[config.mk]
export PLATFORM = sky130hd
export DESIGN_NAME = seq_sdiv_2nxn
export DESIGN_NICKNAME = d
export VERILOG_FILES = /design/src/rtl/div_pkg.sv /design/src/rtl/sdiv_step.sv /design/src/rtl/seq_sdiv_2nxn.sv
export SDC_FILE = /design/constraint.sdc
export NUM_CORES = 1
export LEC_CHECK = 0
export CORE_MARGIN = 5
export CORE_UTILIZATION = 37
export DETAILED_ROUTE_END_ITERATION = 6
export DONT_BUFFER_PORTS = 1
export PLACE_DENSITY = 0.52
export SKIP_LAST_GASP = 1
export SLEW_MARGIN = 10
export SYNTH_ARGS = -nofsm -noshare
export SYNTH_HDL_FRONTEND = slang
export SYNTH_HIERARCHICAL = 1
export SYNTH_SLANG_ARGS = --single-unit
[constraint.sdc]
create_clock -name clk -period 2.8 [get_ports clk]
set_input_delay 0.42 -clock clk [delete_from_list [all_inputs] [get_ports clk]]
set_output_delay 0.42 -clock clk [all_outputs]
set_load 0.05 [all_outputs]
[src/rtl/div_pkg.sv]
// Shared definitions for the iterative signed divider.
package div_pkg;

    // Default operand width: dividend and quotient are 2N bits, divisor and remainder N bits.
    localparam int unsigned DefaultN = 8;

    // Divide-by-zero returns a quotient of all ones; replicated to 2N bits at use.
    localparam logic DzQuotientBit = 1'b1;

    typedef enum logic [1:0] {
        StIdle,
        StCalc,
        StFix,
        StDone
    } div_state_e;

endpackage

[src/rtl/sdiv_step.sv]
// One restoring-division iteration on magnitudes: shift in a dividend bit, trial-subtract.
module sdiv_step #(
    parameter int unsigned N = 8
) (
    input  logic [N:0] rem_i,
    input  logic       bit_i,
    input  logic [N:0] dsr_abs_i,
    output logic [N:0] rem_o,
    output logic       qbit_o
);

    logic [N+1:0] diff;

    // Keep the difference when non-negative, otherwise restore the shifted remainder.
    always_comb begin
        diff   = {rem_i, bit_i} - {1'b0, dsr_abs_i};
        qbit_o = ~diff[N+1];
        rem_o  = qbit_o ? diff[N:0] : {rem_i[N-1:0], bit_i};
    end

endmodule

[src/rtl/seq_sdiv_2nxn.sv]
// Iterative 2N/N signed divider, one quotient bit per clock, valid/ready on both sides.
module seq_sdiv_2nxn
    import div_pkg::*;
#(
    parameter int unsigned N = DefaultN
) (
    input  logic           clk,
    input  logic           rst_n,
    input  logic           in_valid,
    output logic           in_ready,
    input  logic [2*N-1:0] dividend,
    input  logic [N-1:0]   divisor,
    output logic           out_valid,
    input  logic           out_ready,
    output logic [2*N-1:0] quotient,
    output logic [N-1:0]   remainder,
    output logic           div_zero,
    output logic           ovf
);

    localparam int unsigned CntW = $clog2(2 * N);

    div_state_e     state_q, state_d;
    logic [CntW-1:0] cnt_q, cnt_d;
    // Dividend magnitude; quotient bits shift in from the bottom as dividend bits leave the top.
    logic [2*N-1:0] dvd_q, dvd_d;
    logic [N:0]     dsr_q, dsr_d;
    logic [N:0]     rem_q, rem_d;
    logic           q_neg_q, q_neg_d;
    logic           r_neg_q, r_neg_d;
    logic           dz_cap_q, dz_cap_d;
    logic           ovf_cap_q, ovf_cap_d;
    logic [2*N-1:0] quotient_q, quotient_d;
    logic [N-1:0]   remainder_q, remainder_d;
    logic           div_zero_q, div_zero_d;
    logic           ovf_q, ovf_d;
    logic           out_valid_q, out_valid_d;

    logic [2*N-1:0] dvd_abs;
    logic [N:0]     dsr_sx;
    logic [N:0]     dsr_abs;
    logic [N:0]     step_rem;
    logic           step_qbit;

    // Operand magnitudes. As an unsigned 2N-bit value, |-2^(2N-1)| = 2^(2N-1) is exact.
    always_comb begin
        dvd_abs = dividend[2*N-1] ? (~dividend + (2*N)'(1)) : dividend;
        dsr_sx  = {divisor[N-1], divisor};
        dsr_abs = divisor[N-1] ? (~dsr_sx + (N+1)'(1)) : dsr_sx;
    end

    sdiv_step #(
        .N (N)
    ) u_step (
        .rem_i     (rem_q),
        .bit_i     (dvd_q[2*N-1]),
        .dsr_abs_i (dsr_q),
        .rem_o     (step_rem),
        .qbit_o    (step_qbit)
    );

    // Next-state logic: FSM, iteration counter, operand capture and sign fix-up.
    always_comb begin
        state_d     = state_q;
        cnt_d       = cnt_q;
        dvd_d       = dvd_q;
        dsr_d       = dsr_q;
        rem_d       = rem_q;
        q_neg_d     = q_neg_q;
        r_neg_d     = r_neg_q;
        dz_cap_d    = dz_cap_q;
        ovf_cap_d   = ovf_cap_q;
        quotient_d  = quotient_q;
        remainder_d = remainder_q;
        div_zero_d  = div_zero_q;
        ovf_d       = ovf_q;
        out_valid_d = out_valid_q;

        unique case (state_q)
            StIdle: begin
                if (in_valid) begin
                    dvd_d      = dvd_abs;
                    dsr_d      = dsr_abs;
                    rem_d      = '0;
                    q_neg_d    = dividend[2*N-1] ^ divisor[N-1];
                    r_neg_d    = dividend[2*N-1];
                    dz_cap_d   = (divisor == '0);
                    ovf_cap_d  = (dividend == {1'b1, {(2*N-1){1'b0}}}) && (divisor == '1);
                    cnt_d      = CntW'(2 * N - 1);
                    div_zero_d = 1'b0;
                    ovf_d      = 1'b0;
                    state_d    = (divisor == '0) ? StFix : StCalc;
                end
            end
            StCalc: begin
                rem_d = step_rem;
                dvd_d = {dvd_q[2*N-2:0], step_qbit};
                cnt_d = cnt_q - CntW'(1);
                if (cnt_q == '0) begin
                    state_d = StFix;
                end
            end
            StFix: begin
                if (dz_cap_q) begin
                    quotient_d  = {(2*N){DzQuotientBit}};
                    remainder_d = '0;
                end else begin
                    // Overflow case needs no special path: 2^(2N-1) wraps to itself.
                    quotient_d  = q_neg_q ? (~dvd_q + (2*N)'(1)) : dvd_q;
                    remainder_d = r_neg_q ? (~rem_q[N-1:0] + N'(1)) : rem_q[N-1:0];
                end
                div_zero_d  = dz_cap_q;
                ovf_d       = ovf_cap_q;
                out_valid_d = 1'b1;
                state_d     = StDone;
            end
            StDone: begin
                if (out_ready) begin
                    out_valid_d = 1'b0;
                    state_d     = StIdle;
                end
            end
            default: state_d = StIdle;
        endcase
    end

    // State and datapath registers; reset discards any in-flight operation.
    always_ff @(posedge clk or negedge rst_n) begin
        if (!rst_n) begin
            state_q     <= StIdle;
            cnt_q       <= '0;
            dvd_q       <= '0;
            dsr_q       <= '0;
            rem_q       <= '0;
            q_neg_q     <= 1'b0;
            r_neg_q     <= 1'b0;
            dz_cap_q    <= 1'b0;
            ovf_cap_q   <= 1'b0;
            quotient_q  <= '0;
            remainder_q <= '0;
            div_zero_q  <= 1'b0;
            ovf_q       <= 1'b0;
            out_valid_q <= 1'b0;
        end else begin
            state_q     <= state_d;
            cnt_q       <= cnt_d;
            dvd_q       <= dvd_d;
            dsr_q       <= dsr_d;
            rem_q       <= rem_d;
            q_neg_q     <= q_neg_d;
            r_neg_q     <= r_neg_d;
            dz_cap_q    <= dz_cap_d;
            ovf_cap_q   <= ovf_cap_d;
            quotient_q  <= quotient_d;
            remainder_q <= remainder_d;
            div_zero_q  <= div_zero_d;
            ovf_q       <= ovf_d;
            out_valid_q <= out_valid_d;
        end
    end

    // Output mapping.
    always_comb begin
        in_ready  = (state_q == StIdle);
        out_valid = out_valid_q;
        quotient  = quotient_q;
        remainder = remainder_q;
        div_zero  = div_zero_q;
        ovf       = ovf_q;
    end

endmodule

# Yosys cells after proc, flatten, opt, wreduce, memory -nomap -nowiden
# Index checks and enable logic that the tools add are counted.
# classes
n_bitwise	6
reduce_logical	12
n_eq_ne	8
n_mux	23
n_addsub	6
# ops
operator	n
2-to-1 mux 16 bit	4
adder 16 x 1 -> 16 bit, second input constant	2
inverter 16 bit	2
one-hot mux 16 bit (2 select lines)	1
2-to-1 mux 9 bit	3
one-hot mux 9 bit (2 select lines)	1
== test 16 bit, second input constant	1
2-to-1 mux 8 bit	2
subtractor 10 x 9 -> 10 bit	1
adder 9 x 1 -> 9 bit, second input constant	1
inverter 9 bit	1
adder 8 x 1 -> 8 bit, second input constant	1
== test 8 bit, second input constant	1
logical NOT 8 bit	1
2-to-1 mux 2 bit	4
inverter 8 bit	1
one-hot mux 2 bit (4 select lines)	1
one-hot mux 4 bit (2 select lines)	1
AND reduction 2 bit	4
inequality test 2 bit, second input constant	3
one-hot mux 1 bit (2 select lines)	3
nonzero test 2 bit	3
== test 2 bit, second input constant	2
logical NOT 4 bit	1
other kinds (9)	10
# word_totals
ff_bits	71
word_cells	69
output_inout_bits	28
inputBits	28

# Logic depth before layout (Yosys ltp)
# Gate-level depths: netlist of run 1.
# logic_depth
word_depth	5
ltp_mapped	11

# Hierarchy
# Netlist of run 1, hierarchy kept.
# by_module_without_submodules
mod	cells_each	instances	area_each_um2	seq_area_each_um2
seq_sdiv_2nxn	442	1	4075.2	1776.7
sdiv_step	69	1	568.0	0.0

# Worst setup path after synthesis of run 1
# OpenSTA, ideal clock, no wires.
# synth_timing
kind	register -> register
from	register rem_q[3]
to	register rem_q[2]
synth_period_minus_slack_ps	2329
arrival_ps	2195
path_buffers	0
path_stages_with_launch	10
required_time_ps	2667
path_slack_ps	471
setup_ps	133
cell_sequence	dfrtp_1 > ha_1 > and2_1 > a21bo_1 > a211o_1 > o211ai_2 > inv_6 > mux2_4 > a22oi_1 > o21ai_0
# synth_between
elab_chain_len	3
# synth_rtl
element	line	text
start: declaration	seq_sdiv_2nxn.sv:28	logic [N:0] rem_q, rem_d;
start signal: assignment	seq_sdiv_2nxn.sv:149	rem_q <= rem_d;
subtractor 10 x 9 -> 10 bit	sdiv_step.sv:16	diff = {rem_i, bit_i} - {1'b0, dsr_abs_i};
2-to-1 mux 9 bit	sdiv_step.sv:18	rem_o = qbit_o ? diff[N:0] : {rem_i[N-1:0], bit_i};
via step_rem[2]	seq_sdiv_2nxn.sv:42	logic [N:0] step_rem;
one-hot mux 9 bit (2 select lines)	seq_sdiv_2nxn.sv:79	unique case (state_q)
# The timed path passes the listed nets, and every way through them passes these cells.
# A chain may end at the register's enable or synchronous reset.

# Final worst setup path of run 1
# layout_timing
from	register rem_q[5]
to	register rem_q[8]
# The elaborated chain is that of the path after synthesis.

==> impl_results.html, run 1 <==
<table>
<tr><th>Metric</th><th>Value</th></tr>
<tr><th colspan="2">Outcome</th></tr>
<tr><td>Result of the run</td><td>completed</td></tr>
<tr><th colspan="2">STA</th></tr>
<tr><td>Clock Skews</td><td>0.008401 ns</td></tr>
<tr><td>RSZ-0062 raised after global routing</td><td>no</td></tr>
<tr><td>Post-route setup slack</td><td>0.2608 ns</td></tr>
<tr><td>Final period util</td><td>0.9069</td></tr>
<tr><td>Pins Over Slew Limit</td><td>0</td></tr>
<tr><td>Post-layout minimum cycle time</td><td>2.539 ns</td></tr>
<tr><td>Achievable Freq</td><td>0.3938 GHz</td></tr>
<tr><td>Slew Limit Headroom</td><td>0.5762</td></tr>
<tr><td>Slew at the pin closest to its max-slew limit</td><td>0.6274 ns</td></tr>
<tr><td>Setup_tns</td><td>0 ns</td></tr>
<tr><td>Final hold violation count</td><td>0</td></tr>
<tr><td>Final Setup Violations</td><td>0</td></tr>
<tr><th colspan="2">Routing</th></tr>
<tr><td>1st-pass router iterations</td><td>4</td></tr>
<tr><td>Post-route antenna net violation count</td><td>0</td></tr>
<tr><td>Routed WL</td><td>11,110 um</td></tr>
<tr><td>Post-DR wirelength/cell</td><td>16.33 um</td></tr>
<tr><td>Via count</td><td>3,596</td></tr>
<tr><td>Via-per-instance ratio</td><td>5.288</td></tr>
<tr><td>Number of DRC markers after the initial detailed-route iteration</td><td>227</td></tr>
<tr><td>Post-route DRC</td><td>0</td></tr>
<tr><th colspan="2">CTS</th></tr>
<tr><td>CTS HTree Levels</td><td>3</td></tr>
<tr><td>Post-cts gate resize count</td><td>0</td></tr>
<tr><td>Hold_buf cts</td><td>2</td></tr>
<tr><td>Clock latency on the worst-skew pair</td><td>0.34 ns</td></tr>
<tr><td>Sinks on the clock net</td><td>71</td></tr>
<tr><td>Clock tree from TritonCTS</td><td>done</td></tr>
<tr><td>Cell at the root of the clock tree</td><td>sky130_fd_sc_hd__clkbuf_16</td></tr>
<tr><td>Post-CTS setup buffer count</td><td>0</td></tr>
<tr><td>Number of buffers on the longest clock path</td><td>2</td></tr>
<tr><td>Number of clock buffers inserted by TritonCTS</td><td>9</td></tr>
<tr><td>Clock slew seen by the registers of the worst setup and hold paths</td><td>0.05 ns</td></tr>
<tr><th colspan="2">Setup path</th></tr>
<tr><td>Critical path peak fanout</td><td>8</td></tr>
<tr><td>Cell chain of the critical path</td><td>ha_1 &gt; a21oi_1 &gt; o21ai_0 &gt; nand2b_1 &gt; o211ai_2 &gt; inv_6 &gt; mux2_4 &gt; a22oi_1 &gt; o21ai_0</td></tr>
<tr><td>Buffers plus inverters on the worst setup path</td><td>1</td></tr>
<tr><td>Arrival time worst endpoint</td><td>2.74 ns</td></tr>
<tr><td>Slowest stage cell, crit path</td><td>sky130_fd_sc_hd__dfrtp_1</td></tr>
<tr><td>Kind of cell with the highest combined delay on the critical path</td><td>compound AO/OA/AOI/OAI gates</td></tr>
<tr><td>Logic depth of the worst path, buffers included</td><td>9</td></tr>
<tr><td>Cell mode on critical path</td><td>sky130_fd_sc_hd__o21ai_0</td></tr>
<tr><td>Launching element of the worst setup path</td><td>rem_q[5]$_DFFE_PN0P_</td></tr>
<tr><td>Depth of the worst register-to-register path</td><td>9</td></tr>
<tr><td>Required @ worst endpoint</td><td>3.00 ns</td></tr>
<tr><td>R2R Path Start</td><td>rem_q[5]$_DFFE_PN0P_</td></tr>
<tr><td>Crit. End Element</td><td>flop</td></tr>
<tr><td>WS Path Type</td><td>flop to flop</td></tr>
<tr><td>Critical path launch point type</td><td>flop</td></tr>
<tr><td>Peak per-stage delay on the critical path</td><td>0.47 ns</td></tr>
<tr><th colspan="2">Logic synthesis</th></tr>
<tr><td>Most numerous cell in the Yosys netlist</td><td>sky130_fd_sc_hd__dfrtp_1</td></tr>
<tr><td>Most instantiated flip-flop cell in the synthesis netlist</td><td>sky130_fd_sc_hd__dfrtp_1</td></tr>
<tr><td>Post-synth EDFFs</td><td>0</td></tr>
<tr><td>Mean Syn Cell Area</td><td>9.087 um^2</td></tr>
<tr><td>Area leader, netlist</td><td>sky130_fd_sc_hd__dfrtp_1</td></tr>
<tr><td>Area contributors post-synth</td><td>sky130_fd_sc_hd__dfrtp_1 38%, sky130_fd_sc_hd__o21ai_0 5.6%, sky130_fd_sc_hd__ha_1 5.4%, sky130_fd_sc_hd__mux2i_1 5.4%, sky130_fd_sc_hd__xnor2_1 4.9%</td></tr>
<tr><td>Synthesized cell area</td><td>0.004643 mm^2</td></tr>
<tr><td>Distinct cell type count after synthesis</td><td>55</td></tr>
<tr><td>Sequential cell area fraction in the yosys report</td><td>0.3826</td></tr>
<tr><td>Async S/R FF share, synth</td><td>1.000</td></tr>
<tr><td>Share of the synthesized area in the top cell type</td><td>0.3826</td></tr>
<tr><td>Flip-flop and latch count after synthesis</td><td>71</td></tr>
<tr><td>Post-Syn Nets</td><td>560</td></tr>
<tr><td>Ranking of synthesized cells by instance count</td><td>71 x sky130_fd_sc_hd__dfrtp_1, 52 x sky130_fd_sc_hd__o21ai_0, 47 x sky130_fd_sc_hd__nand2_1</td></tr>
<tr><td>Number of standard cells after synthesis</td><td>511</td></tr>
<tr><td>Yosys Warn Count</td><td>6</td></tr>
<tr><th colspan="2">Place</th></tr>
<tr><td>Pre-CTS setup slack</td><td>0.2830 ns</td></tr>
<tr><td>Final HPWL DP</td><td>8391 um</td></tr>
<tr><td>IO Port Bufs</td><td>0</td></tr>
<tr><td>Gp weighted congestion</td><td>0.8358</td></tr>
<tr><th colspan="2">Cells and area</th></tr>
<tr><td>Final-stage net count</td><td>552</td></tr>
<tr><td>Fill count</td><td>1,247</td></tr>
<tr><td>Register Area</td><td>0.001777 mm^2</td></tr>
<tr><td>Area Overhead vs Synth</td><td>10.35%</td></tr>
<tr><td>Total area of multi-input combinational cells</td><td>0.002591 mm^2</td></tr>
<tr><td>Fraction of final layout cells sized beyond drive strength 1</td><td>0.09252</td></tr>
<tr><td>ANT cells</td><td>0</td></tr>
<tr><th colspan="2">Floorplanning</th></tr>
<tr><td>Core footprint</td><td>0.01247 mm^2</td></tr>
<tr><td>Chip Height</td><td>122.0 um</td></tr>
<tr><td>Rows</td><td>41</td></tr>
<tr><td>Die area</td><td>0.01489 mm^2</td></tr>
<tr><td>Chip Width</td><td>122.0 um</td></tr>
<tr><td>Number of I/O pins</td><td>56</td></tr>
<tr><td>Starting utilization of the core area</td><td>0.3725</td></tr>
<tr><th colspan="2">GRT</th></tr>
<tr><td>Global-route congestion overflow total</td><td>0</td></tr>
<tr><td>Combined global-route utilization of all metal layers</td><td>0.1572</td></tr>
<tr><td>Maximum number of pins on one net before global-route repair</td><td>72</td></tr>
<tr><td>Vias in the first global route</td><td>3,506</td></tr>
<tr><td>Number of antenna violations at the first check in global routing</td><td>0</td></tr>
<tr><td>Global-route wire length before repair</td><td>18,540 um</td></tr>
<tr><th colspan="2">Job</th></tr>
<tr><td>Number of maximum-capacitance violations</td><td>0</td></tr>
<tr><th colspan="2">Min path</th></tr>
<tr><td>Worst Min Path Start</td><td>in_valid</td></tr>
<tr><td>Worst hold path stage count</td><td>2</td></tr>
<tr><td>Path type of the worst min-delay path</td><td>input pin to flop</td></tr>
<tr><th colspan="2">Pwr</th></tr>
<tr><td>Leakage power of the design</td><td>2.186 nW</td></tr>
<tr><td>Maximum vdd ir drop</td><td>0.0003995 V</td></tr>
<tr><td>Power per cell area</td><td>1417 mW/mm^2</td></tr>
</table>
cell type report:
cell class | count | area share
Multi-Input combinational cell | 379 | 0.5057
Sequential cell | 71 | 0.3468
Clock buffer | 12 | 0.05201
Tap cell | 172 | 0.04200
Inverter | 32 | 0.02442
Timing Repair Buffer | 10 | 0.01905
Clock inverter | 4 | 0.01001
path summary, 6_finish.rpt:
path | endpoint | slack [ns]
max in group asynchronous | dsr_q[3]$_DFFE_PN0P_ | 1.89
hold / removal | dsr_q[7]$_DFFE_PN0P_ | 0.25
setup reg to reg | rem_q[8]$_DFFE_PN0P_ | 0.26
hold reg to reg | dsr_q[6]$_DFFE_PN0P_ | 0.48
min in group asynchronous | quotient[10]$_DFFE_PN0P_ | 0.63
setup / recovery | rem_q[8]$_DFFE_PN0P_ | 0.26
where the power goes:
group	internal [mW]	total, mW	leakage, nW	switching, mW
registers	1.48	2.61	0.854	1.14
clock network	0.764	1.20	0.155	0.440
logic	1.60	3.45	1.18	1.85
cell usage in the layout, fill, tap and decap left out, types with 10 or more instances in the layout:
| master | instances |
|---|---|
| sky130_fd_sc_hd__nand2_1 | 47 |
| sky130_fd_sc_hd__inv_1 | 31 |
| sky130_fd_sc_hd__ha_1 | 20 |
| sky130_fd_sc_hd__o21ai_0 | 52 |
| sky130_fd_sc_hd__xnor2_1 | 26 |
| sky130_fd_sc_hd__a21oi_1 | 31 |
| sky130_fd_sc_hd__nor2_1 | 39 |
| sky130_fd_sc_hd__o31ai_1 | 10 |
| sky130_fd_sc_hd__dfrtp_1 | 71 |
| sky130_fd_sc_hd__xor2_1 | 20 |
| sky130_fd_sc_hd__mux2i_1 | 25 |
registers in the layout (all words and copies together), names as in the netlist:
name and cells:
quotient 16, dsr_q 9, state_q 2, div_zero 1, r_neg_q 1, dvd_q 16
out_valid 1, cnt_q 4, rem_q 9, ovf 1, q_neg_q 1, ovf_cap_q 1
dz_cap_q 1, remainder 8
logic make-up (layout without fill, tap and decap cells):
| logic type | Yosys count | in the layout | share of synthesized area |
|---|---|---|---|
| muxes | 35 | 35 | 0.08380 |
| xor gates and xnor gates | 46 | 46 | 0.08677 |
| adders and majority gates | 21 | 21 | 0.05821 |
| and+or+nand+nor | 135 | 135 | 0.1369 |
| DFF | 71 | 71 | 0.3826 |
| buffers and inverters | 61 | 58 | 0.05928 |
| AOI/OAI and AO/OA | 142 | 142 | 0.1924 |
metrics by stage:
step           area (um^2)  utilization  std cells  total power, mW  hold slack [ns]
3_5_place_dp          4768       0.3825        662            6.051           0.1266
3_3_place_gp          4768       0.3825        662            5.998           0.1268
6_report              5124       0.4110        680            7.259           0.2463
5_1_grt               5124       0.4110        680            7.846           0.2411
4_1_cts               5124       0.4110        680            7.314           0.2396
2_1_floorplan         4643            -        511            5.332           0.1244
routing by layer:
layer | vias up | GRT usage | part of all wire
li1 | 1795 | - | -
met1 | 1708 | 0.2320 | 0.50
met2 | 78 | 0.2206 | 0.42
met3 | 15 | 0.03760 | 0.065
met4 | 0 | 0.06092 | 0.017
met5 | - | 0 | 0
(Power assumes the default switching activity.)
==> run 2: changes to the inputs <==
--- a/config.mk
+++ b/config.mk
@@ -9,6 +9,7 @@
 export CORE_UTILIZATION = 37
 export DETAILED_ROUTE_END_ITERATION = 6
 export DONT_BUFFER_PORTS = 1
+export MAX_ROUTING_LAYER = met4
 export PLACE_DENSITY = 0.52
 export SKIP_LAST_GASP = 1
 export SLEW_MARGIN = 10
==> impl_results.html, run 2 (synthesis results as in run 1) <==
<table>
<tr><th>Metric</th><th>Value</th></tr>
<tr><th colspan="2">STA</th></tr>
<tr><td>Post-layout minimum cycle time</td><td>2.534 ns (was 2.539 ns)</td></tr>
<tr><td>Setup_tns</td><td>0 ns (unchanged)</td></tr>
<tr><td>Pins Over Slew Limit</td><td>0 (unchanged)</td></tr>
<tr><td>Achievable Freq</td><td>0.3947 GHz (was 0.3938 GHz)</td></tr>
<tr><td>Final Setup Violations</td><td>0 (unchanged)</td></tr>
<tr><td>Final period util</td><td>0.9049 (was 0.9069)</td></tr>
<tr><td>Clock Skews</td><td>0.008820 ns (was 0.008401 ns)</td></tr>
<tr><td>Slew at the pin closest to its max-slew limit</td><td>0.6402 ns (was 0.6274 ns)</td></tr>
<tr><td>Final hold violation count</td><td>0 (unchanged)</td></tr>
<tr><td>RSZ-0062 raised after global routing</td><td>no (unchanged)</td></tr>
<tr><td>Slew Limit Headroom</td><td>0.5676 (was 0.5762)</td></tr>
<tr><th colspan="2">Setup path</th></tr>
<tr><td>Buffers plus inverters on the worst setup path</td><td>1 (unchanged)</td></tr>
<tr><td>Crit. End Element</td><td>flop (unchanged)</td></tr>
<tr><td>Launching element of the worst setup path</td><td>rem_q[5]$_DFFE_PN0P_ (unchanged)</td></tr>
<tr><td>Slowest stage cell, crit path</td><td>sky130_fd_sc_hd__dfrtp_1 (unchanged)</td></tr>
<tr><td>Critical path peak fanout</td><td>8 (unchanged)</td></tr>
<tr><td>Logic depth of the worst path, buffers included</td><td>9 (unchanged)</td></tr>
<tr><td>WS Path Type</td><td>flop to flop (unchanged)</td></tr>
<tr><td>Cell chain of the critical path</td><td>ha_1 &gt; a21oi_1 &gt; o21ai_0 &gt; nand2b_1 &gt; o211ai_2 &gt; inv_6 &gt; mux2_4 &gt; a22oi_1 &gt; o21ai_0 (unchanged)</td></tr>
<tr><td>Worst setup endpoint</td><td>rem_q[8]$_DFFE_PN0P_ (unchanged)</td></tr>
<tr><td>Depth of the worst register-to-register path</td><td>9 (unchanged)</td></tr>
<tr><td>R2R Path Start</td><td>rem_q[5]$_DFFE_PN0P_ (unchanged)</td></tr>
<tr><td>End of the worst register-to-register path</td><td>rem_q[8]$_DFFE_PN0P_ (unchanged)</td></tr>
<tr><td>Kind of cell with the highest combined delay on the critical path</td><td>compound AO/OA/AOI/OAI gates (unchanged)</td></tr>
<tr><td>Slack of the worst reg-to-reg path</td><td>0.27 ns (was 0.26 ns)</td></tr>
<tr><td>Peak per-stage delay on the critical path</td><td>0.46 ns (was 0.47 ns)</td></tr>
<tr><td>Arrival time worst endpoint</td><td>2.73 ns (was 2.74 ns)</td></tr>
<tr><td>Critical path launch point type</td><td>flop (unchanged)</td></tr>
<tr><td>Cell mode on critical path</td><td>sky130_fd_sc_hd__o21ai_0 (unchanged)</td></tr>
<tr><td>Required @ worst endpoint</td><td>3.00 ns (about the same)</td></tr>
<tr><th colspan="2">Routing</th></tr>
<tr><td>Routed WL</td><td>11,160 um (was 11,110 um)</td></tr>
<tr><td>Post-DR wirelength/cell</td><td>16.41 um (was 16.33 um)</td></tr>
<tr><td>Post-route antenna net violation count</td><td>0 (unchanged)</td></tr>
<tr><td>Post-route DRC</td><td>0 (unchanged)</td></tr>
<tr><td>Via count</td><td>3,608 (was 3,596)</td></tr>
<tr><td>1st-pass router iterations</td><td>4 (unchanged)</td></tr>
<tr><td>Number of DRC markers after the initial detailed-route iteration</td><td>259 (was 227)</td></tr>
<tr><td>Via-per-instance ratio</td><td>5.306 (was 5.288)</td></tr>
<tr><th colspan="2">GRT</th></tr>
<tr><td>Number of antenna violations at the first check in global routing</td><td>0 (unchanged)</td></tr>
<tr><td>Vias in the first global route</td><td>3,502 (was 3,506)</td></tr>
<tr><td>Global-route wire length before repair</td><td>18,530 um (was 18,540 um)</td></tr>
<tr><td>Maximum number of pins on one net before global-route repair</td><td>72 (unchanged)</td></tr>
<tr><td>Global-route congestion overflow total</td><td>0 (unchanged)</td></tr>
<tr><td>Combined global-route utilization of all metal layers</td><td>0.1619 (was 0.1572)</td></tr>
<tr><th colspan="2">Cells and area</th></tr>
<tr><td>Most common library cell in the layout ignoring fill and taps</td><td>sky130_fd_sc_hd__dfrtp_1 (unchanged)</td></tr>
<tr><td>Post-Route Utilization</td><td>0.4110 (unchanged)</td></tr>
<tr><td>Fraction of final layout cells sized beyond drive strength 1</td><td>0.09252 (unchanged)</td></tr>
<tr><td>ANT cells</td><td>0 (unchanged)</td></tr>
<tr><td>Area Overhead vs Synth</td><td>10.35% (unchanged)</td></tr>
<tr><td>Commonest non-fill, non-tap cells in the layout</td><td>71 x sky130_fd_sc_hd__dfrtp_1, 52 x sky130_fd_sc_hd__o21ai_0, 47 x sky130_fd_sc_hd__nand2_1 (unchanged)</td></tr>
<tr><td>Fill count</td><td>1,247 (unchanged)</td></tr>
<tr><td>Total area of multi-input combinational cells</td><td>0.002591 mm^2 (unchanged)</td></tr>
<tr><td>Final-stage net count</td><td>552 (unchanged)</td></tr>
<tr><td>Register Area</td><td>0.001777 mm^2 (unchanged)</td></tr>
<tr><th colspan="2">Pwr</th></tr>
<tr><td>Power per cell area</td><td>1417 mW/mm^2 (about the same)</td></tr>
<tr><td>Maximum vdd ir drop</td><td>0.0004003 V (was 0.0003995 V)</td></tr>
<tr><td>Leakage power of the design</td><td>2.186 nW (unchanged)</td></tr>
<tr><td>Switching fraction of total power</td><td>0.4714 (was 0.4712)</td></tr>
<tr><td>Portion of total power attributed to sequential cells</td><td>0.359 (was 0.360)</td></tr>
<tr><td>Sum of internal, switching and leakage power</td><td>7.262 mW (was 7.259 mW)</td></tr>
<tr><td>Net switching power</td><td>3.424 mW (was 3.421 mW)</td></tr>
<tr><td>Combinational share of power</td><td>0.475 (about the same)</td></tr>
<tr><td>Internal portion of total power</td><td>3.839 mW (about the same)</td></tr>
<tr><td>Clk pwr share</td><td>0.166 (about the same)</td></tr>
<tr><th colspan="2">Place</th></tr>
<tr><td>IO Port Bufs</td><td>0 (unchanged)</td></tr>
<tr><td>Final HPWL DP</td><td>8391 um (unchanged)</td></tr>
<tr><td>Gp weighted congestion</td><td>0.8487 (was 0.8358)</td></tr>
<tr><th colspan="2">CTS</th></tr>
<tr><td>Clock slew seen by the registers of the worst setup and hold paths</td><td>0.05 ns (about the same)</td></tr>
<tr><td>Cell at the root of the clock tree</td><td>sky130_fd_sc_hd__clkbuf_16 (unchanged)</td></tr>
<tr><td>Clock latency on the worst-skew pair</td><td>0.34 ns (about the same)</td></tr>
<tr><td>Clock tree from TritonCTS</td><td>done (unchanged)</td></tr>
<tr><td>CTS HTree Levels</td><td>3 (unchanged)</td></tr>
<tr><td>Post-cts gate resize count</td><td>0 (unchanged)</td></tr>
<tr><td>Number of buffers on the longest clock path</td><td>2 (unchanged)</td></tr>
<tr><td>Sinks on the clock net</td><td>71 (unchanged)</td></tr>
<tr><td>Number of clock buffers inserted by TritonCTS</td><td>9 (unchanged)</td></tr>
<tr><th colspan="2">Floorplanning</th></tr>
<tr><td>Chip Height</td><td>122.0 um (unchanged)</td></tr>
<tr><td>Core footprint</td><td>0.01247 mm^2 (unchanged)</td></tr>
<tr><td>Number of I/O pins</td><td>56 (unchanged)</td></tr>
<tr><td>Die area</td><td>0.01489 mm^2 (unchanged)</td></tr>
<tr><td>Rows</td><td>41 (unchanged)</td></tr>
<tr><td>Chip Width</td><td>122.0 um (unchanged)</td></tr>
<tr><td>Starting utilization of the core area</td><td>0.3725 (unchanged)</td></tr>
<tr><th colspan="2">Outcome</th></tr>
<tr><td>Result of the run</td><td>completed (unchanged)</td></tr>
<tr><th colspan="2">Min path</th></tr>
<tr><td>Path type of the worst min-delay path</td><td>input pin to flop (unchanged)</td></tr>
<tr><th colspan="2">Job</th></tr>
<tr><td>Number of maximum-capacitance violations</td><td>0 (unchanged)</td></tr>
</table>
run 2: cell counts in the layout (fill, tap and decap cells not counted):
Identical to the previous run, type by type.
run 2: power by group through the flow:
stage | clock [mW] | sequential [mW] | combinational (mW)
final | 1.21 | 2.61 | 3.45
after global routing | 1.28 | 2.69 | 3.87
after CTS | 1.23 | 2.61 | 3.47
after detailed placement | 0 | 2.63 | 3.42
after global placement | 0 | 2.62 | 3.38
after floorplan | 0 | 2.41 | 2.92
run 2: timing repair:
| action | in CTS | in global routing |
|---|---|---|
| hold endpoints to repair | 71 | 0 |
| buffers inserted | 0 | 0 |
| hold buffers | 2 | 0 |
run 2: worst min-delay path by stage:
| stage | start | to | depth (start not counted) |
|---|---|---|---|
| floorplan | rst_n | cnt_q[0]$_DFFE_PN0P_ | 0 |
| global placement | rst_n | quotient[14]$_DFFE_PN0P_ | 0 |
| detailed placement | rst_n | quotient[10]$_DFFE_PN0P_ | 0 |
| CTS | in_valid | dsr_q[7]$_DFFE_PN0P_ | 2 |
| global route | in_valid | dsr_q[7]$_DFFE_PN0P_ | 2 |
| finish | in_valid | dsr_q[7]$_DFFE_PN0P_ | 2 |
run 2: final cells by class:
class | count | share of cell area
flip-flops and latches | 71 | 0.3468
clock buffers | 12 | 0.05201
clock inverters | 4 | 0.01001
inverters | 32 | 0.02442
repair buffers | 10 | 0.01905
multi-input cells | 379 | 0.5057
well taps | 172 | 0.04200
run 2: metrics by stage:
| stage | setup WS (ns) | hold slack (ns) | std cells | cell area, um^2 |
|---|---|---|---|---|
| after global routing | 0.05253 | 0.2411 | 680 | 5124 |
| after global placement | 0.3272 | 0.1268 | 662 | 4768 |
| final | 0.2664 | 0.2473 | 680 | 5124 |
| after detailed placement | 0.2830 | 0.1266 | 662 | 4768 |
| after floorplan | 0.4713 | 0.1244 | 511 | 4643 |
| after CTS | 0.2687 | 0.2396 | 680 | 5124 |
run 2: layer usage:
metal,share of wire,track usage,vias up,wire length [um]
met4,0.016,0.06092,0,184
li1,-,-,1795,-
met3,0.072,0.03760,14,803
met1,0.50,0.2315,1711,5529
met5,0,-,-,0
met2,0.42,0.2217,88,4644
==> run 3: changes to the inputs <==
--- a/config.mk
+++ b/config.mk
@@ -5,12 +5,15 @@
 export SDC_FILE = /design/constraint.sdc
 export NUM_CORES = 1
 export LEC_CHECK = 0
+export ABC_AREA = 1
+export CELL_PAD_IN_SITES_DETAIL_PLACEMENT = 1
+export CELL_PAD_IN_SITES_GLOBAL_PLACEMENT = 2
 export CORE_MARGIN = 5
-export CORE_UTILIZATION = 37
+export CORE_UTILIZATION = 36
 export DETAILED_ROUTE_END_ITERATION = 6
 export DONT_BUFFER_PORTS = 1
 export MAX_ROUTING_LAYER = met4
-export PLACE_DENSITY = 0.52
+export PLACE_DENSITY = 0.81
 export SKIP_LAST_GASP = 1
 export SLEW_MARGIN = 10
 export SYNTH_ARGS = -nofsm -noshare
==> impl_results.html, run 3 <==
<table>
<tr><th>Metric</th><th>Value</th></tr>
<tr><th colspan="2">Floorplanning</th></tr>
<tr><td>Number of I/O pins</td><td>56 (unchanged)</td></tr>
<tr><td>Chip Height</td><td>127.2 um (was 122.0 um)</td></tr>
<tr><td>Starting utilization of the core area</td><td>0.3706 (was 0.3725)</td></tr>
<tr><td>Core footprint</td><td>0.01335 mm^2 (was 0.01247 mm^2)</td></tr>
<tr><td>Chip Width</td><td>127.2 um (was 122.0 um)</td></tr>
<tr><td>Rows</td><td>42 (was 41)</td></tr>
<tr><td>Die area</td><td>0.01619 mm^2 (was 0.01489 mm^2)</td></tr>
<tr><th colspan="2">Logic synthesis</th></tr>
<tr><td>Area leader, netlist</td><td>sky130_fd_sc_hd__dfrtp_1 (unchanged)</td></tr>
<tr><td>Dominant combinational cell family by area after synthesis</td><td>simple AND/OR/NAND/NOR gates (was compound AO/OA/AOI/OAI gates)</td></tr>
<tr><td>Post-synth EDFFs</td><td>0 (unchanged)</td></tr>
<tr><td>Yosys Warn Count</td><td>6 (unchanged)</td></tr>
<tr><td>Number of standard cells after synthesis</td><td>703 (was 511)</td></tr>
<tr><td>Fraction of the mapped netlist area in compound gates</td><td>0.1302 (was 0.1924)</td></tr>
<tr><td>Flip-flop and latch count after synthesis</td><td>71 (unchanged)</td></tr>
<tr><td>Most numerous cell in the Yosys netlist</td><td>sky130_fd_sc_hd__nand2_1 (was sky130_fd_sc_hd__dfrtp_1)</td></tr>
<tr><td>Post-Syn Nets</td><td>752 (was 560)</td></tr>
<tr><td>Async S/R FF share, synth</td><td>1.000 (unchanged)</td></tr>
<tr><td>Synthesized-area fraction occupied by adder cells</td><td>0.05463 (was 0.05821)</td></tr>
<tr><td>Distinct cell type count after synthesis</td><td>44 (was 55)</td></tr>
<tr><td>Ranking of synthesized cells by instance count</td><td>203 x sky130_fd_sc_hd__nand2_1, 95 x sky130_fd_sc_hd__inv_1, 71 x sky130_fd_sc_hd__dfrtp_1 (was 71 x sky130_fd_sc_hd__dfrtp_1, 52 x sky130_fd_sc_hd__o21ai_0, 47 x sky130_fd_sc_hd__nand2_1)</td></tr>
<tr><td>Most instantiated flip-flop cell in the synthesis netlist</td><td>sky130_fd_sc_hd__dfrtp_1 (unchanged)</td></tr>
<tr><td>Area contributors post-synth</td><td>sky130_fd_sc_hd__dfrtp_1 36%, sky130_fd_sc_hd__nand2_1 15%, sky130_fd_sc_hd__inv_1 7.2%, sky130_fd_sc_hd__nand3_1 6.6%, sky130_fd_sc_hd__ha_1 5.1% (was sky130_fd_sc_hd__dfrtp_1 38%, sky130_fd_sc_hd__o21ai_0 5.6%, sky130_fd_sc_hd__ha_1 5.4%, sky130_fd_sc_hd__mux2i_1 5.4%, sky130_fd_sc_hd__xnor2_1 4.9%)</td></tr>
<tr><td>Multiplexer share of the synthesized area</td><td>0 (was 0.08380)</td></tr>
<tr><td>Simple-gate area share of the yosys netlist</td><td>0.3300 (was 0.1369)</td></tr>
<tr><td>Share of the synthesized area in the top cell type</td><td>0.3591 (was 0.3826)</td></tr>
<tr><td>Sequential cell area fraction in the yosys report</td><td>0.3591 (was 0.3826)</td></tr>
<tr><td>Mean Syn Cell Area</td><td>7.037 um^2 (was 9.087 um^2)</td></tr>
<tr><td>Synthesized cell area</td><td>0.004947 mm^2 (was 0.004643 mm^2)</td></tr>
<tr><td>Xor and xnor fraction of the mapped netlist area</td><td>0.01947 (was 0.08677)</td></tr>
<tr><th colspan="2">STA</th></tr>
<tr><td>Post-layout minimum cycle time</td><td>2.090 ns (was 2.534 ns)</td></tr>
<tr><td>RSZ-0062 raised after global routing</td><td>no (unchanged)</td></tr>
<tr><td>Final Setup Violations</td><td>0 (unchanged)</td></tr>
<tr><td>Clock Skews</td><td>0.007771 ns (was 0.008820 ns)</td></tr>
<tr><td>Pins Over Slew Limit</td><td>0 (unchanged)</td></tr>
<tr><td>Achievable Freq</td><td>0.4784 GHz (was 0.3947 GHz)</td></tr>
<tr><td>Setup_tns</td><td>0 ns (unchanged)</td></tr>
<tr><td>Slew Limit Headroom</td><td>0.6181 (was 0.5676)</td></tr>
<tr><td>Post-route setup slack</td><td>0.7099 ns (was 0.2664 ns)</td></tr>
<tr><td>Final period util</td><td>0.7465 (was 0.9049)</td></tr>
<tr><td>Slew at the pin closest to its max-slew limit</td><td>0.5715 ns (was 0.6402 ns)</td></tr>
<tr><td>Final hold violation count</td><td>0 (unchanged)</td></tr>
<tr><th colspan="2">Routing</th></tr>
<tr><td>1st-pass router iterations</td><td>4 (unchanged)</td></tr>
<tr><td>Number of DRC markers after the initial detailed-route iteration</td><td>155 (was 259)</td></tr>
<tr><td>Via-per-instance ratio</td><td>5.059 (was 5.306)</td></tr>
<tr><td>Post-route antenna net violation count</td><td>0 (unchanged)</td></tr>
<tr><td>Via count</td><td>4,467 (was 3,608)</td></tr>
<tr><td>Post-DR wirelength/cell</td><td>16.39 um (was 16.41 um)</td></tr>
<tr><td>Post-route DRC</td><td>0 (unchanged)</td></tr>
<tr><td>Routed WL</td><td>14,480 um (was 11,160 um)</td></tr>
<tr><th colspan="2">Pwr</th></tr>
<tr><td>Leakage power of the design</td><td>2.753 nW (was 2.186 nW)</td></tr>
<tr><td>Sum of internal, switching and leakage power</td><td>7.446 mW (was 7.262 mW)</td></tr>
<tr><td>Power per cell area</td><td>1354 mW/mm^2 (was 1417 mW/mm^2)</td></tr>
<tr><td>Maximum vdd ir drop</td><td>0.0005182 V (was 0.0004003 V)</td></tr>
<tr><th colspan="2">Min path</th></tr>
<tr><td>Worst Min Path Start</td><td>divisor[6] (was in_valid)</td></tr>
<tr><td>Path type of the worst min-delay path</td><td>input pin to flop (unchanged)</td></tr>
<tr><td>Hold path endpoint</td><td>dsr_q[7]$_DFFE_PN0P_ (unchanged)</td></tr>
<tr><td>Worst hold path stage count</td><td>1 (was 2)</td></tr>
<tr><th colspan="2">GRT</th></tr>
<tr><td>Global-route wire length before repair</td><td>24,420 um (was 18,530 um)</td></tr>
<tr><td>Number of antenna violations at the first check in global routing</td><td>0 (unchanged)</td></tr>
<tr><td>Combined global-route utilization of all metal layers</td><td>0.1932 (was 0.1619)</td></tr>
<tr><td>Vias in the first global route</td><td>4,752 (was 3,502)</td></tr>
<tr><td>Maximum number of pins on one net before global-route repair</td><td>72 (unchanged)</td></tr>
<tr><td>Global-route congestion overflow total</td><td>0 (unchanged)</td></tr>
<tr><th colspan="2">Setup path</th></tr>
<tr><td>Required @ worst endpoint</td><td>3.02 ns (was 3.00 ns)</td></tr>
<tr><td>Crit. End Element</td><td>flop (unchanged)</td></tr>
<tr><td>Arrival time worst endpoint</td><td>2.31 ns (was 2.73 ns)</td></tr>
<tr><td>Slack of the worst reg-to-reg path</td><td>0.71 ns (was 0.27 ns)</td></tr>
<tr><td>Depth of the worst register-to-register path</td><td>11 (was 9)</td></tr>
<tr><td>End of the worst register-to-register path</td><td>dvd_q[0]$_DFFE_PN0P_ (was rem_q[8]$_DFFE_PN0P_)</td></tr>
<tr><td>WS Path Type</td><td>flop to flop (unchanged)</td></tr>
<tr><td>R2R Path Start</td><td>rem_q[1]$_DFFE_PN0P_ (was rem_q[5]$_DFFE_PN0P_)</td></tr>
<tr><td>Critical path peak fanout</td><td>10 (was 8)</td></tr>
<tr><td>Critical path launch point type</td><td>flop (unchanged)</td></tr>
<tr><th colspan="2">Cells and area</th></tr>
<tr><td>Final-stage net count</td><td>751 (was 552)</td></tr>
<tr><td>Non-Filler Instances</td><td>883 (was 680)</td></tr>
<tr><td>Most common library cell in the layout ignoring fill and taps</td><td>sky130_fd_sc_hd__nand2_1 (was sky130_fd_sc_hd__dfrtp_1)</td></tr>
<tr><td>ANT cells</td><td>0 (unchanged)</td></tr>
<tr><td>Area Overhead vs Synth</td><td>11.15% (was 10.35%)</td></tr>
<tr><td>Commonest non-fill, non-tap cells in the layout</td><td>203 x sky130_fd_sc_hd__nand2_1, 95 x sky130_fd_sc_hd__inv_1, 71 x sky130_fd_sc_hd__dfrtp_1 (was 71 x sky130_fd_sc_hd__dfrtp_1, 52 x sky130_fd_sc_hd__o21ai_0, 47 x sky130_fd_sc_hd__nand2_1)</td></tr>
<tr><td>Fill count</td><td>1,714 (was 1,247)</td></tr>
<tr><td>Fraction of final layout cells sized beyond drive strength 1</td><td>0.09760 (was 0.09252)</td></tr>
<tr><th colspan="2">Job</th></tr>
<tr><td>Number of maximum-capacitance violations</td><td>0 (unchanged)</td></tr>
<tr><th colspan="2">Place</th></tr>
<tr><td>Total instance count after detailed placement</td><td>865 (was 662)</td></tr>
<tr><td>Pre-CTS setup slack</td><td>0.7041 ns (was 0.2830 ns)</td></tr>
<tr><td>IO Port Bufs</td><td>0 (unchanged)</td></tr>
<tr><td>Gp weighted congestion</td><td>0.8617 (was 0.8487)</td></tr>
<tr><td>Final HPWL DP</td><td>11,310 um (was 8391 um)</td></tr>
<tr><th colspan="2">CTS</th></tr>
<tr><td>Post-cts gate resize count</td><td>0 (unchanged)</td></tr>
<tr><td>Sinks on the clock net</td><td>71 (unchanged)</td></tr>
<tr><td>Clock latency on the worst-skew pair</td><td>0.34 ns (about the same)</td></tr>
<tr><td>Post-CTS setup buffer count</td><td>0 (unchanged)</td></tr>
<tr><td>Cell at the root of the clock tree</td><td>sky130_fd_sc_hd__clkbuf_16 (unchanged)</td></tr>
<tr><td>CTS HTree Levels</td><td>3 (unchanged)</td></tr>
<tr><td>Hold_buf cts</td><td>2 (unchanged)</td></tr>
<tr><td>Clock slew seen by the registers of the worst setup and hold paths</td><td>0.06 ns (was 0.05 ns)</td></tr>
<tr><td>Clock tree from TritonCTS</td><td>done (unchanged)</td></tr>
<tr><td>Number of buffers on the longest clock path</td><td>2 (unchanged)</td></tr>
<tr><td>Number of clock buffers inserted by TritonCTS</td><td>9 (unchanged)</td></tr>
<tr><th colspan="2">Outcome</th></tr>
<tr><td>Result of the run</td><td>completed (unchanged)</td></tr>
</table>
-- run 3: cell count changes after synthesis, moves of 13 or more --
cell / previous run / this run
sky130_fd_sc_hd__nand2_1: 47 / 203
sky130_fd_sc_hd__nand3_1: 4 / 65
sky130_fd_sc_hd__buf_2: 1 / 16
sky130_fd_sc_hd__nor2_1: 39 / 52
sky130_fd_sc_hd__clkbuf_1: 22 / 2
sky130_fd_sc_hd__xor2_1: 20 / 5
sky130_fd_sc_hd__mux2i_1: 25 / 0
sky130_fd_sc_hd__inv_1: 31 / 95
sky130_fd_sc_hd__xnor2_1: 26 / 6
-- run 3: final cells by class --
cell class                      instances  area [um^2]  share of cell area
Clock buffer                           10        239.0             0.04346
Clock inverter                          6        116.4             0.02116
Inverter                              105        412.9             0.07509
Multi-Input combinational cell        506         2644              0.4808
Sequential cell                        71         1777              0.3231
Tap cell                              176        220.2             0.04005
Timing Repair Buffer                    9        90.09             0.01638
-- run 3: power by group --
group | switching [mW] | total (mW) | internal [mW] | leakage (nW)
combinational | 2.37 | 3.61 | 1.25 | 1.72
clock | 0.454 | 1.35 | 0.900 | 0.173
sequential | 1.02 | 2.48 | 1.46 | 0.863
total | 3.84 | 7.45 | 3.60 | 2.75
-- run 3: kinds of logic (layout without fill, tap and decap cells) --
kind of cell / after synthesis / in the layout
AOI/OAI and AO/OA: 111 / 111
xor gates and xnor gates: 11 / 11
adders and majority gates: 21 / 21
buffers and inverters: 126 / 130
DFF: 71 / 71
and+or+nand+nor: 363 / 363
-- run 3: how the worst max path moves through the flow --
stage                          startpoint              endpoint  slack (ns)  cells after the start
detailed placement   rem_q[1]$_DFFE_PN0P_  dvd_q[0]$_DFFE_PN0P_        0.70                     11
global route         rem_q[1]$_DFFE_PN0P_  dvd_q[0]$_DFFE_PN0P_        0.55                     11
CTS                  rem_q[1]$_DFFE_PN0P_  dvd_q[0]$_DFFE_PN0P_        0.70                     11
finish               rem_q[1]$_DFFE_PN0P_  dvd_q[0]$_DFFE_PN0P_        0.71                     11
global placement     rem_q[3]$_DFFE_PN0P_  dvd_q[0]$_DFFE_PN0P_        0.78                     11
floorplan           dvd_q[15]$_DFFE_PN0P_  rem_q[8]$_DFFE_PN0P_        0.95                     12
-- run 3: per-layer routing --
metal / GRT usage / part of all wire
met1: 0.2659 / 0.50
met3: 0.05551 / 0.066
met5: - / 0
met2: 0.2833 / 0.42
met4: 0.04353 / 0.0085
-- run 3: stage by stage --
stage | cell area, um^2 | hold WS [ns] | util
floorplan | 4947 | 0.1244 | -
global placement | 5106 | 0.1270 | 0.3825
detailed placement | 5106 | 0.1267 | 0.3825
CTS | 5499 | 0.1643 | 0.4120
global route | 5499 | 0.1620 | 0.4120
finish | 5499 | 0.1803 | 0.4120
-- run 3: worst max-delay path, cell delays in order (launching register included) --
cell and delay (ns):
sky130_fd_sc_hd__dfrtp_1 0.44, sky130_fd_sc_hd__ha_1 0.40, sky130_fd_sc_hd__nand2_1 0.11, sky130_fd_sc_hd__nand2_1 0.09, sky130_fd_sc_hd__nand2_1 0.07, sky130_fd_sc_hd__nand2_1 0.08
sky130_fd_sc_hd__nand2_2 0.16, sky130_fd_sc_hd__nand3_4 0.12, sky130_fd_sc_hd__nand2_4 0.14, sky130_fd_sc_hd__nand2_1 0.09, sky130_fd_sc_hd__o211ai_1 0.17, sky130_fd_sc_hd__o21ai_0 0.10
